<file path="config.mk">
export PLATFORM = sky130hd
export DESIGN_NAME = pixel_stream_framer
export DESIGN_NICKNAME = d
export VERILOG_FILES = /design/src/rtl/pixel_stream_framer.sv
export SDC_FILE = /design/constraint.sdc
export NUM_CORES = 1
export LEC_CHECK = 0
export ABC_AREA = 0
export BUFFER_PORTS_ARGS = -buffer_cell sky130_fd_sc_hd__clkbuf_2
export CAP_MARGIN = 20
export CORE_MARGIN = 10
export CORE_UTILIZATION = 52
export CTS_BUF_LIST = sky130_fd_sc_hd__clkbuf_16
export CTS_CLUSTER_SIZE = 14
export DETAILED_ROUTE_END_ITERATION = 8
export PLACE_DENSITY = 0.76
export SLEW_MARGIN = 10
export SYNTH_ARGS = -nofsm -noshare
export SYNTH_HDL_FRONTEND = slang
export SYNTH_SLANG_ARGS = --single-unit
</file>
<file path="constraint.sdc">
create_clock -name clk -period 5.92 [get_ports clk]
set_clock_uncertainty 0.05 [all_clocks]
set_input_delay 0.592 -clock clk [delete_from_list [all_inputs] [get_ports clk]]
set_output_delay 0.592 -clock clk [all_outputs]
set_load 0.03 [all_outputs]
</file>
<file path="src/rtl/pixel_stream_framer.sv">
// Raster tagger: stamps each accepted RGB pixel with x/y and sof/eol/eof and
// forwards it through a registered 2-entry skid buffer with full backpressure.
module pixel_stream_framer #(
  parameter int COORD_WIDTH  = 16,
  parameter int RGB_SIZE     = 24,
  parameter int MAX_WIDTH    = 640,
  parameter int MAX_HEIGHT   = 480,
  parameter int Y_DESCEND    = 1,
  parameter int FCOUNT_WIDTH = 16
) (
  input  logic                    clk,
  input  logic                    reset_n,
  input  logic [COORD_WIDTH-1:0]  cfg_width,
  input  logic [COORD_WIDTH-1:0]  cfg_height,
  input  logic                    frame_abort,
  input  logic [RGB_SIZE-1:0]     in_colour,
  input  logic                    in_valid,
  output logic                    in_ready,
  output logic [RGB_SIZE-1:0]     out_colour,
  output logic [COORD_WIDTH-1:0]  out_x,
  output logic [COORD_WIDTH-1:0]  out_y,
  output logic                    out_sof,
  output logic                    out_eol,
  output logic                    out_eof,
  output logic                    out_valid,
  input  logic                    out_ready,
  output logic [FCOUNT_WIDTH-1:0] frame_count,
  output logic                    in_frame
);

  typedef struct packed {
    logic [RGB_SIZE-1:0]    colour;
    logic [COORD_WIDTH-1:0] x;
    logic [COORD_WIDTH-1:0] y;
    logic                   sof;
    logic                   eol;
    logic                   eof;
  } beat_t;

  localparam logic [COORD_WIDTH-1:0] MAX_W = COORD_WIDTH'(MAX_WIDTH);
  localparam logic [COORD_WIDTH-1:0] MAX_H = COORD_WIDTH'(MAX_HEIGHT);

  function automatic logic [COORD_WIDTH-1:0] clamp_dim(
    input logic [COORD_WIDTH-1:0] v,
    input logic [COORD_WIDTH-1:0] maxv
  );
    return ((v == '0) || (v > maxv)) ? maxv : v;
  endfunction

  // Raster state
  logic [COORD_WIDTH-1:0]  x_q, x_d, y_q, y_d, w_q, w_d, h_q, h_d;
  logic                    at_start_q, at_start_d;
  logic                    in_frame_q, in_frame_d;
  logic [FCOUNT_WIDTH-1:0] fc_q, fc_d;

  // Handshake state
  beat_t out_q, out_d, skid_q, skid_d;
  logic  out_valid_q, out_valid_d;
  logic  skid_valid_q, skid_valid_d;
  logic  in_ready_q;

  logic                   accept, load_out, sof, eol, eof;
  logic [COORD_WIDTH-1:0] w_eff, h_eff, tag_x, tag_y, start_row, end_row;
  beat_t                  new_beat;

  always_comb begin
    accept    = in_valid & in_ready_q;
    // Abort makes the current pixel the first of a fresh frame.
    sof       = at_start_q | frame_abort;
    w_eff     = sof ? clamp_dim(cfg_width, MAX_W)  : w_q;
    h_eff     = sof ? clamp_dim(cfg_height, MAX_H) : h_q;
    start_row = (Y_DESCEND != 0) ? h_eff - 1'b1 : '0;
    end_row   = (Y_DESCEND != 0) ? '0 : h_eff - 1'b1;
    tag_x     = sof ? '0 : x_q;
    tag_y     = sof ? start_row : y_q;
    eol       = (tag_x == w_eff - 1'b1);
    eof       = eol && (tag_y == end_row);
    new_beat  = '{colour: in_colour, x: tag_x, y: tag_y, sof: sof, eol: eol, eof: eof};
  end

  always_comb begin
    x_d        = x_q;
    y_d        = y_q;
    w_d        = w_q;
    h_d        = h_q;
    at_start_d = at_start_q;
    in_frame_d = in_frame_q;
    fc_d       = fc_q;
    if (accept) begin
      w_d        = w_eff;
      h_d        = h_eff;
      y_d        = tag_y;
      at_start_d = 1'b0;
      in_frame_d = 1'b1;
      if (eof) begin
        x_d        = '0;
        at_start_d = 1'b1;
        in_frame_d = 1'b0;
        fc_d       = fc_q + 1'b1;
      end else if (eol) begin
        x_d = '0;
        y_d = (Y_DESCEND != 0) ? tag_y - 1'b1 : tag_y + 1'b1;
      end else begin
        x_d = tag_x + 1'b1;
      end
    end else if (frame_abort) begin
      x_d        = '0;
      at_start_d = 1'b1;
      in_frame_d = 1'b0;
    end
  end

  always_comb begin
    load_out     = !out_valid_q | out_ready;
    out_d        = out_q;
    out_valid_d  = out_valid_q;
    skid_d       = skid_q;
    skid_valid_d = skid_valid_q;
    if (load_out) begin
      if (skid_valid_q) begin
        out_d        = skid_q;
        out_valid_d  = 1'b1;
        skid_valid_d = 1'b0;
      end else begin
        out_valid_d = accept;
        if (accept) out_d = new_beat;
      end
    end else if (accept) begin
      // Output register is stalled: park the beat in the skid slot.
      skid_d       = new_beat;
      skid_valid_d = 1'b1;
    end
  end

  always_ff @(posedge clk or negedge reset_n) begin
    if (!reset_n) begin
      x_q          <= '0;
      y_q          <= '0;
      w_q          <= MAX_W;
      h_q          <= MAX_H;
      at_start_q   <= 1'b1;
      in_frame_q   <= 1'b0;
      fc_q         <= '0;
      out_q        <= '0;
      out_valid_q  <= 1'b0;
      skid_q       <= '0;
      skid_valid_q <= 1'b0;
      in_ready_q   <= 1'b0;
    end else begin
      x_q          <= x_d;
      y_q          <= y_d;
      w_q          <= w_d;
      h_q          <= h_d;
      at_start_q   <= at_start_d;
      in_frame_q   <= in_frame_d;
      fc_q         <= fc_d;
      out_q        <= out_d;
      out_valid_q  <= out_valid_d;
      skid_q       <= skid_d;
      skid_valid_q <= skid_valid_d;
      in_ready_q   <= !skid_valid_d;
    end
  end

  assign in_ready    = in_ready_q;
  assign out_colour  = out_q.colour;
  assign out_x       = out_q.x;
  assign out_y       = out_q.y;
  assign out_sof     = out_q.sof;
  assign out_eol     = out_q.eol;
  assign out_eof     = out_q.eof;
  assign out_valid   = out_valid_q;
  assign frame_count = fc_q;
  assign in_frame    = in_frame_q;

endmodule

</file>
==> flow_results.org, run 1 <==
** Layout
- Highest-count cells in the layout ignoring fill and taps :: 192 x sky130_fd_sc_hd__nand2_1, 185 x sky130_fd_sc_hd__dfrtp_1, 137 x sky130_fd_sc_hd__clkbuf_2
- 0 antenna diodes ended up in the layout.
- In the final layout, the share of cells above drive strength 1 is 18.5%.
- After the flow finishes, the layout carries non-filler instances totaling approximately 1500.
- The library cell used most frequently in the layout, excluding fill and tap cells, is sky130_fd_sc_hd__nand2_1.
- Layout net count :: 1321
- The layout has roughly 1700 filler cells.
- Compared with the post-synthesis result, the final layout area differs by 14.4%.
- Once layout is complete, the utilization of the core stands at 60.2%.

** Synthesis
- Proportion of register bits with asynchronous set or reset after synthesis :: 100%
- Adder and majority gate portion of the synthesized area :: less than 1%
- Synth Area in Compound Gates :: 18.0%
- EDFF count, synth :: 0
- Of the total synthesized cell area, the portion taken by XOR and XNOR cells is 3.17%.
- In this run the cell area of the synthesized design comes to a little over 10000 sq um.
- In the synthesized netlist, mux cells make up 5.62% of the area.
- Among all flip-flop cells after synthesis, the most frequent one is sky130_fd_sc_hd__dfrtp_1.
- Yosys printed 0 warnings.
- The synthesized netlist contains 76 unique library cells.
- Largest family of logic cells by synthesized area :: simple AND/OR/NAND/NOR gates
- FF+latch count, synth :: around 190
- Counting every net in the synthesized netlist gives 1227.
- Synthesis produced a netlist whose cell count is 1160.
- Sequential share of the synthesized area :: approximately 47%
- Averaged over all synthesized cells, the footprint is 8.77 sq um.
- Fraction of the mapped netlist area in simple logic gates :: 22.1%

** STA
- Final Max Tran Viols :: 0
- Number of hold violations in the final report :: 0
- Total negative slack for setup checks :: 0 ps
- Maximum clock frequency :: 186 MHz
- Setup violations remaining at the end of the flow were counted as 0.
- Smallest hold slack :: 143 ps
- Worst max-slew margin expressed relative to the limit :: 27.9%
- The worst path in the final design needs a cycle of approximately 5400 ps, including I/O delays and setup.
- Final period util :: about nine tenths
- Worst Max-Slew Pin Slew :: 1080 ps
- RSZ-0062 raised after global routing :: no

** Worst setup path
- For the worst setup path, the data required time is 6210 ps.
- Critical Path Max Stage Delay :: about 680 ps
- Tracing the worst setup path back leads to its startpoint at cfg_width[0].
- CP startpoint kind :: input pin
- Data on the critical path arrives at its endpoint at 5670 ps.
- Of all nets on the critical path, the largest fanout is 24.
- Reg-to-reg critical path startpoint :: at_start_q
- The slowest stage of the critical path belongs to the cell sky130_fd_sc_hd__or4_1.
- Critical path class :: input pin to register
- The worst setup path is captured at a register.
- Series of cell instances along the critical path :: clkbuf_2 > or4_1 > nor4_2 > nor3_1 > nand2_1 > nor2_1 > a21oi_1 > ha_1 > nor4b_1 > nand3_1 > a21oi_1 > o21ai_0 > or4_1 > or4b_4 > nor4_4 > and2_1 > buf_12 > nand3_1 > a31oi_1

** Drt
- Wirelength per Cell :: 17.3 um
- After detailed routing, the total wire length is about 27000 um.
- Number of design rule violations left after detail routing :: 0
- Avg Vias per Cell :: 5.83
- Detailed-route via count :: 8927
- For this run, the detailed router's first-pass iteration total came to 5.
- Once detail routing completed, the nets flagged for antenna violations numbered 0.
- The detailed router finished its first iteration with 735 violations.

** Floorplan
- The die is 160 um tall.
- Standard-cell rows :: 51
- The total area inside the core boundary comes to about 19000 sq um.
- Pin placement for this block handled 139 I/O pins.
- The die is 160 um wide.
- Once the floorplan was initialized, standard cells occupied a little over half of the core.
- Area of the die :: 25600 sq um

** CTS
- For the worst-skew pair, the clock arrives at the later sink with an insertion delay of 440 ps.
- Counting along the longest clock path gives a buffer depth of 2.
- Clock-pin slew was measured on the worst setup and hold paths at 70 ps.
- Total of hold buffers inserted after clock tree synthesis :: 0
- The number of gates resized after CTS was 0.
- The H-tree was split into 4 levels.
- The clock drives 189 sinks.
- Number of buffers inserted to repair setup after CTS :: 0
- CTS placed an instance of sky130_fd_sc_hd__clkbuf_16 at the clock tree root.
- Clock buffer count from CTS :: 17
- TritonCTS clock tree :: yes

** Power and ir drop
- Per report_power, the sequential group accounts for 46.2% of the total.
- Clock power share :: 35.0%
- Dividing total power by cell area gives a power density of 282 nW/um^2.
- Summed over all nets, the switching power comes to between 1 and 1.5 mW.
- Across the VDD grid, the largest voltage drop is about 0.00019 V.
- Internal power contribution :: 2.20 mW
- Net switching fraction of the power :: 32.9%
- Leakage power of the design :: 5.12 nW
- Per report_power, the combinational group accounts for 18.8% of the total.

** Placement
- HPWL after DPL :: 19100 um
- Counting tap cells, the placed design contains a total of 1500 instances.
- The count of buffers added on input and output ports is approximately 140.
- Routability-driven placement finished with a final weighted congestion of 0.912.

** Global routing
- Entering global routing, the biggest net connects 96 pins.
- Across every metal layer, demand over resource in global routing totals 20.5%.
- Global routing finished with a remaining overflow of 0.
- Initial antenna violation count :: 0
- First-pass GRT wire length :: about 44000 um
- Via count of the first global-routing pass :: 8551

** Min path
- Classification of the worst-slack hold path :: input pin to async pin

** Job
- Max-cap check violation count :: 0

** Status
- The flow ran to the end, and the final reports show no timing, DRC or antenna violations.
area by class of cell:
class	instances	area (sq um)	area share [%]
repair buffers	152	817	7.02
inverters	22	82.6	0.709
multi-input cells	872	5070	43.5
well taps	265	332	2.85
clock inverters	15	181	1.56
flip-flops and latches	189	4740	40.7
clock buffers	17	425	3.65
synthesized netlist by cell type (18+ instances only):
| cell | n | area (sq um) |
|---|---|---|
| sky130_fd_sc_hd__a21oi_1 | 70 | 350 |
| sky130_fd_sc_hd__clkbuf_1 | 63 | 236 |
| sky130_fd_sc_hd__dfrtp_1 | 186 | 4650 |
| sky130_fd_sc_hd__inv_1 | 22 | 82.6 |
| sky130_fd_sc_hd__mux2_2 | 24 | 270 |
| sky130_fd_sc_hd__mux2i_1 | 29 | 290 |
| sky130_fd_sc_hd__nand2_1 | 193 | 724 |
| sky130_fd_sc_hd__nand3_1 | 38 | 190 |
| sky130_fd_sc_hd__nand4_1 | 20 | 125 |
| sky130_fd_sc_hd__nor2_1 | 91 | 342 |
| sky130_fd_sc_hd__nor3_1 | 29 | 145 |
| sky130_fd_sc_hd__nor4_1 | 18 | 113 |
| sky130_fd_sc_hd__o21ai_0 | 121 | 606 |
| sky130_fd_sc_hd__xnor2_1 | 20 | 175 |
state kept, by name (all words and copies together) (netlist names), 2 cells and up:
signal / flops
out_y: 16
h_q: 2
frame_count: 16
out_colour: 24
out_x: 16
y_q: 16
skid_q: 59
w_q: 16
x_q: 16
stage by stage:
step,cell area [sq um],setup slack [ps],power [mW]
finish,11600,549,3.28
global route,11600,87.5,3.44
CTS,11600,649,3.31
detailed placement,11000,193,2.16
global placement,11000,319,2.14
floorplan,10200,14.7,1.95
metal layers:
layer | wire length, um | vias up | track usage [%]
met2 | 11800 | 362 | 31.2
met5 | 0 | - | 0
met1 | 12500 | 4175 | 28.9
li1 | - | 4349 | -
met4 | 477 | 0 | 5.88
met3 | 1750 | 41 | 4.45
worst max-delay path: cells and delay by family:
kind                     cells  cell delay [ps]
AO/OA/AOI/OAI                4              650
adder cells (fa/ha/maj)      1              250
buffers and inverters        2              340
AND/OR/NAND/NOR             12             3820
path summary, 6_finish.rpt:
check | end | slack [ps] | depth (start not counted)
min in group clk | skid_q[46] | 350 | 2
worst max-delay path | y_q[3] | 550 | 19
worst min register to register | frame_count[15] | 420 | 1
worst min-delay path | out_colour[21] | 140 | 1
worst max register to register | frame_count[9] | 1040 | 15
max in group asynchronous | skid_valid_q | 4440 | 2
power groups by stage:
stage / Sequential, mW / Combinational [mW] / Clock, mW
global route: 1.53 / 0.682 / 1.23
CTS: 1.52 / 0.625 / 1.17
floorplan: 1.66 / 0.286 / 0
detailed placement: 1.54 / 0.623 / 0
finish: 1.51 / 0.617 / 1.15
global placement: 1.53 / 0.611 / 0
cell families after synthesis:
group | after synthesis
buffers and inverters | 99
flip-flops | 189
AO/OA/AOI/OAI | 306
multiplexers | 54
adder cells (fa/ha/maj) | 6
XOR/XNOR | 36
AND/OR/NAND/NOR | 470
Power figures use the tool's default switching activity.
==> inputs of run 2 (changes only) <==
- BUFFER_PORTS_ARGS: -buffer_cell sky130_fd_sc_hd__clkbuf_2 -> not set
- CORE_UTILIZATION: 52 -> 50
- DONT_BUFFER_PORTS: not set -> 1
- PLACE_DENSITY: 0.76 -> 0.68
==> run 2 against run 1 <==
Cell area shrank 5.8%. Sequential power grew 11%. Total power shrank 2.3%. Highest routed layer unchanged. Largest power group unchanged. Critical path depth shrank 2. Die area grew 3.5%. First-iteration DRC count grew 2.9%.
==> flow_results.org, run 2 (same netlist as run 1, synthesis figures left out) <==
** Status
- Outcome :: finished, final reports clean (unchanged)

** CTS
- The TritonCTS clock tree is yes (unchanged).
- The sink count of the clock tree was 189 (unchanged).
- The clock transition time at the flip-flop clock pins of the worst setup and hold paths is 80 ps (was 70 ps).
- The cell at the root of the clock tree is sky130_fd_sc_hd__clkbuf_16 (unchanged).
- Number of buffers inserted to repair setup after CTS :: 0 (unchanged)
- H-tree level count :: 4 (unchanged)
- The number of buffers between clock root and the deepest sink came to 2 (unchanged).
- The insertion delay of the later-clocked pin in the worst-skew pair came to 440 ps (about the same).
- The CTS buffer count was 17 (unchanged).

** STA
- Worst max-slew margin expressed relative to the limit :: 27.7% (was 27.9%)
- The peak clock frequency supported by timing was 189 MHz (was 186 MHz).
- The share of the cycle needed by the critical path after routing is 89.5% (was 90.7%).
- Number of hold violations in the final report :: 0 (unchanged)
- RSZ-0062 raised after global routing :: no (unchanged)
- The time the final worst path needs with I/O delays and setup was 5300 ps (was 5370 ps).
- # setup viols final :: 0 (unchanged)
- The setup TNS came to 0 ps (unchanged).
- The slew at the pin closest to its max-slew limit came to 1090 ps (was 1080 ps).
- The number of pins with negative max-slew slack in the final report was 0 (unchanged).

** Placement
- The port buffer count was 0 (was 138).
- Placer Congestion :: 0.894 (was 0.912)
- The cell total after placement came to 1363 (was 1500).
- The sum of net half-perimeters after detailed placement is 18600 um (was 19100 um).

** Worst setup path
- The reg-to-reg startpoint was at_start_q (unchanged).
- The worst setup path category is input pin to register (unchanged).
- The largest fanout on the critical path came to 13 (was 24).
- The sort of element at the start of the critical path is an input pin (unchanged).
- The capturing point of the worst reg2reg path was y_q[15] (was frame_count[9]).
- The critical path endpoint category is a register (unchanged).
- Length in cells of the worst reg-to-reg path :: 10 (was 15)
- The data arrival time of the critical path came to 5590 ps (was 5670 ps).
- Worst reg-to-reg setup slack :: 1180 ps (was 1040 ps)
- The required time of the critical path came to 6210 ps (about the same).

** Drt
- Number of iterations in the first detailed-routing pass :: 5 (unchanged)
- Initial drt markers :: 756 (was 735)
- Wirelength per Cell :: 19.0 um (was 17.3 um)
- The count of unresolved DRC violations after routing is 0 (unchanged).
- The count of antenna-violating nets left after detailed routing came to 0 (unchanged).
- The detail-routed via count per cell is 6.00 (was 5.83).
- The total wire length after detailed routing came to 26500 um (about the same).
- Detailed-route via count :: 8374 (was 8927)

** Global routing
- The pin count of the biggest net entering global routing was 190 (was 96).
- The wire length of the first global-routing pass is 42900 um (was 44200 um).
- The initial antenna violation count came to 0 (unchanged).
- The total overflow reported by the global router is 0 (unchanged).
- The global-route usage over all layers came to 19.8% (was 20.5%).
- The via count of the first global-routing pass came to 7842 (was 8551).

** Floorplan
- Die extent in x :: 163 um (was 160 um)
- Starting utilization of the core area :: 50.6% (was 52.6%)
- Area of the die :: 26500 sq um (was 25600 sq um)
- The placeable core region was 20100 sq um (was 19300 sq um).
- Die height :: 163 um (was 160 um)
- The row count was 52 (was 51).
- The I/O pin count was 139 (unchanged).

** Power and ir drop
- Total power of the final layout :: 3.21 mW (was 3.28 mW)
- PwrDens :: 292 nW/um^2 (was 282 nW/um^2)
- The static leakage is 4.51 nW (was 5.12 nW).
- The worst ir drop on vdd came to 0.000198 V (was 0.000191 V).

** Layout
- Final std cells w/o fill :: 1396 (was 1532)
- Layout net count :: 1180 (was 1321)
- Highest-count cells in the layout ignoring fill and taps :: 192 x sky130_fd_sc_hd__nand2_1, 185 x sky130_fd_sc_hd__dfrtp_1, 121 x sky130_fd_sc_hd__o21ai_0 (was 192 x sky130_fd_sc_hd__nand2_1, 185 x sky130_fd_sc_hd__dfrtp_1, 137 x sky130_fd_sc_hd__clkbuf_2)
- The number of inserted diodes came to 0 (unchanged).
- Area delta synth->final :: 7.76% (was 14.4%)
- Largest register FFs :: 59 (unchanged)
- Fraction of layout instances using a drive strength above 1 :: 8.35% (was 18.5%)
- Most common library cell in the layout ignoring fill and taps :: sky130_fd_sc_hd__nand2_1 (unchanged)
- Largest Register :: skid_q (unchanged)

** Job
- The number of max-capacitance violations reported is 0 (unchanged).

** Min path
- Classification of the worst-slack hold path :: input pin to async pin (unchanged)
## run 2: cell count changes in the layout (fill, tap and decap cells not counted), sizes merged
cell      before  now
inv           31   26
clkinv         6    9
buf           14   11
clkinvlp       0    2
clkbuf       155   17
## run 2: area by class of cell
class	count	area (sq um)
well taps	270	338
clock inverters	15	199
fillers	1832	9140
multi-input cells	872	5070
clock buffers	17	425
flip-flops and latches	189	4740
inverters	22	82.6
repair buffers	11	115
## run 2: repair_timing
action	CTS	global route
hold buffers	1	0
gates resized for setup	0	0
endpoints found under the hold margin	189	0
## run 2: worst max-delay path by stage
stage                       to    startpoint  slack (ps)  depth (start not counted)
2_1_floorplan   frame_count[1]   frame_abort          10                         22
3_3_place_gp           y_q[15]  cfg_width[0]         390                         17
3_5_place_dp           y_q[15]  cfg_width[0]         230                         17
4_1_cts                y_q[15]  cfg_width[0]         670                         17
5_1_grt        frame_count[15]  cfg_width[0]         200                         17
6_report               y_q[15]  cfg_width[0]         620                         17
## run 2: worst max-delay path, cell delays in order
cell                       delay [ps]
sky130_fd_sc_hd__or4_1            650
sky130_fd_sc_hd__nor4_2           520
sky130_fd_sc_hd__nor3_1           230
sky130_fd_sc_hd__nand2_1          140
sky130_fd_sc_hd__nor2_1            50
sky130_fd_sc_hd__a21oi_1          140
sky130_fd_sc_hd__ha_1             260
sky130_fd_sc_hd__nor4b_1          280
sky130_fd_sc_hd__nand3_1          150
sky130_fd_sc_hd__a21oi_1          160
sky130_fd_sc_hd__o21ai_0          100
sky130_fd_sc_hd__or4_1            420
sky130_fd_sc_hd__or4b_4           540
sky130_fd_sc_hd__nor4_4           450
sky130_fd_sc_hd__nand2_2          270
sky130_fd_sc_hd__or3_1            420
sky130_fd_sc_hd__a211oi_1         240
## run 2: layer usage
| metal | track usage (%) | wire (um) | vias to the layer above |
|---|---|---|---|
| met5 | 0 | 0 | - |
| met4 | 6.23 | 532 | 0 |
| met3 | 5.01 | 2370 | 36 |
| met2 | 29.0 | 11600 | 335 |
| met1 | 28.0 | 12000 | 3942 |
| li1 | - | - | 4061 |
## run 2: where the power goes
group / internal [mW] / switching (mW)
logic: 0.135 / 0.231
registers: 1.43 / 0.243
clock network: 0.577 / 0.589
total: 2.14 / 1.06
## run 2: metrics by stage
step | util (%) | instance area, sq um | hold WS, ps | worst slack (ps)
final | 54.5 | 11000 | 117 | 623
after global routing | 54.5 | 11000 | 230 | 196
after CTS | 54.5 | 11000 | 222 | 667
after detailed placement | 51.3 | 10300 | 255 | 233
after global placement | 51.3 | 10300 | 255 | 389
after floorplan | - | 10200 | 246 | 14.7
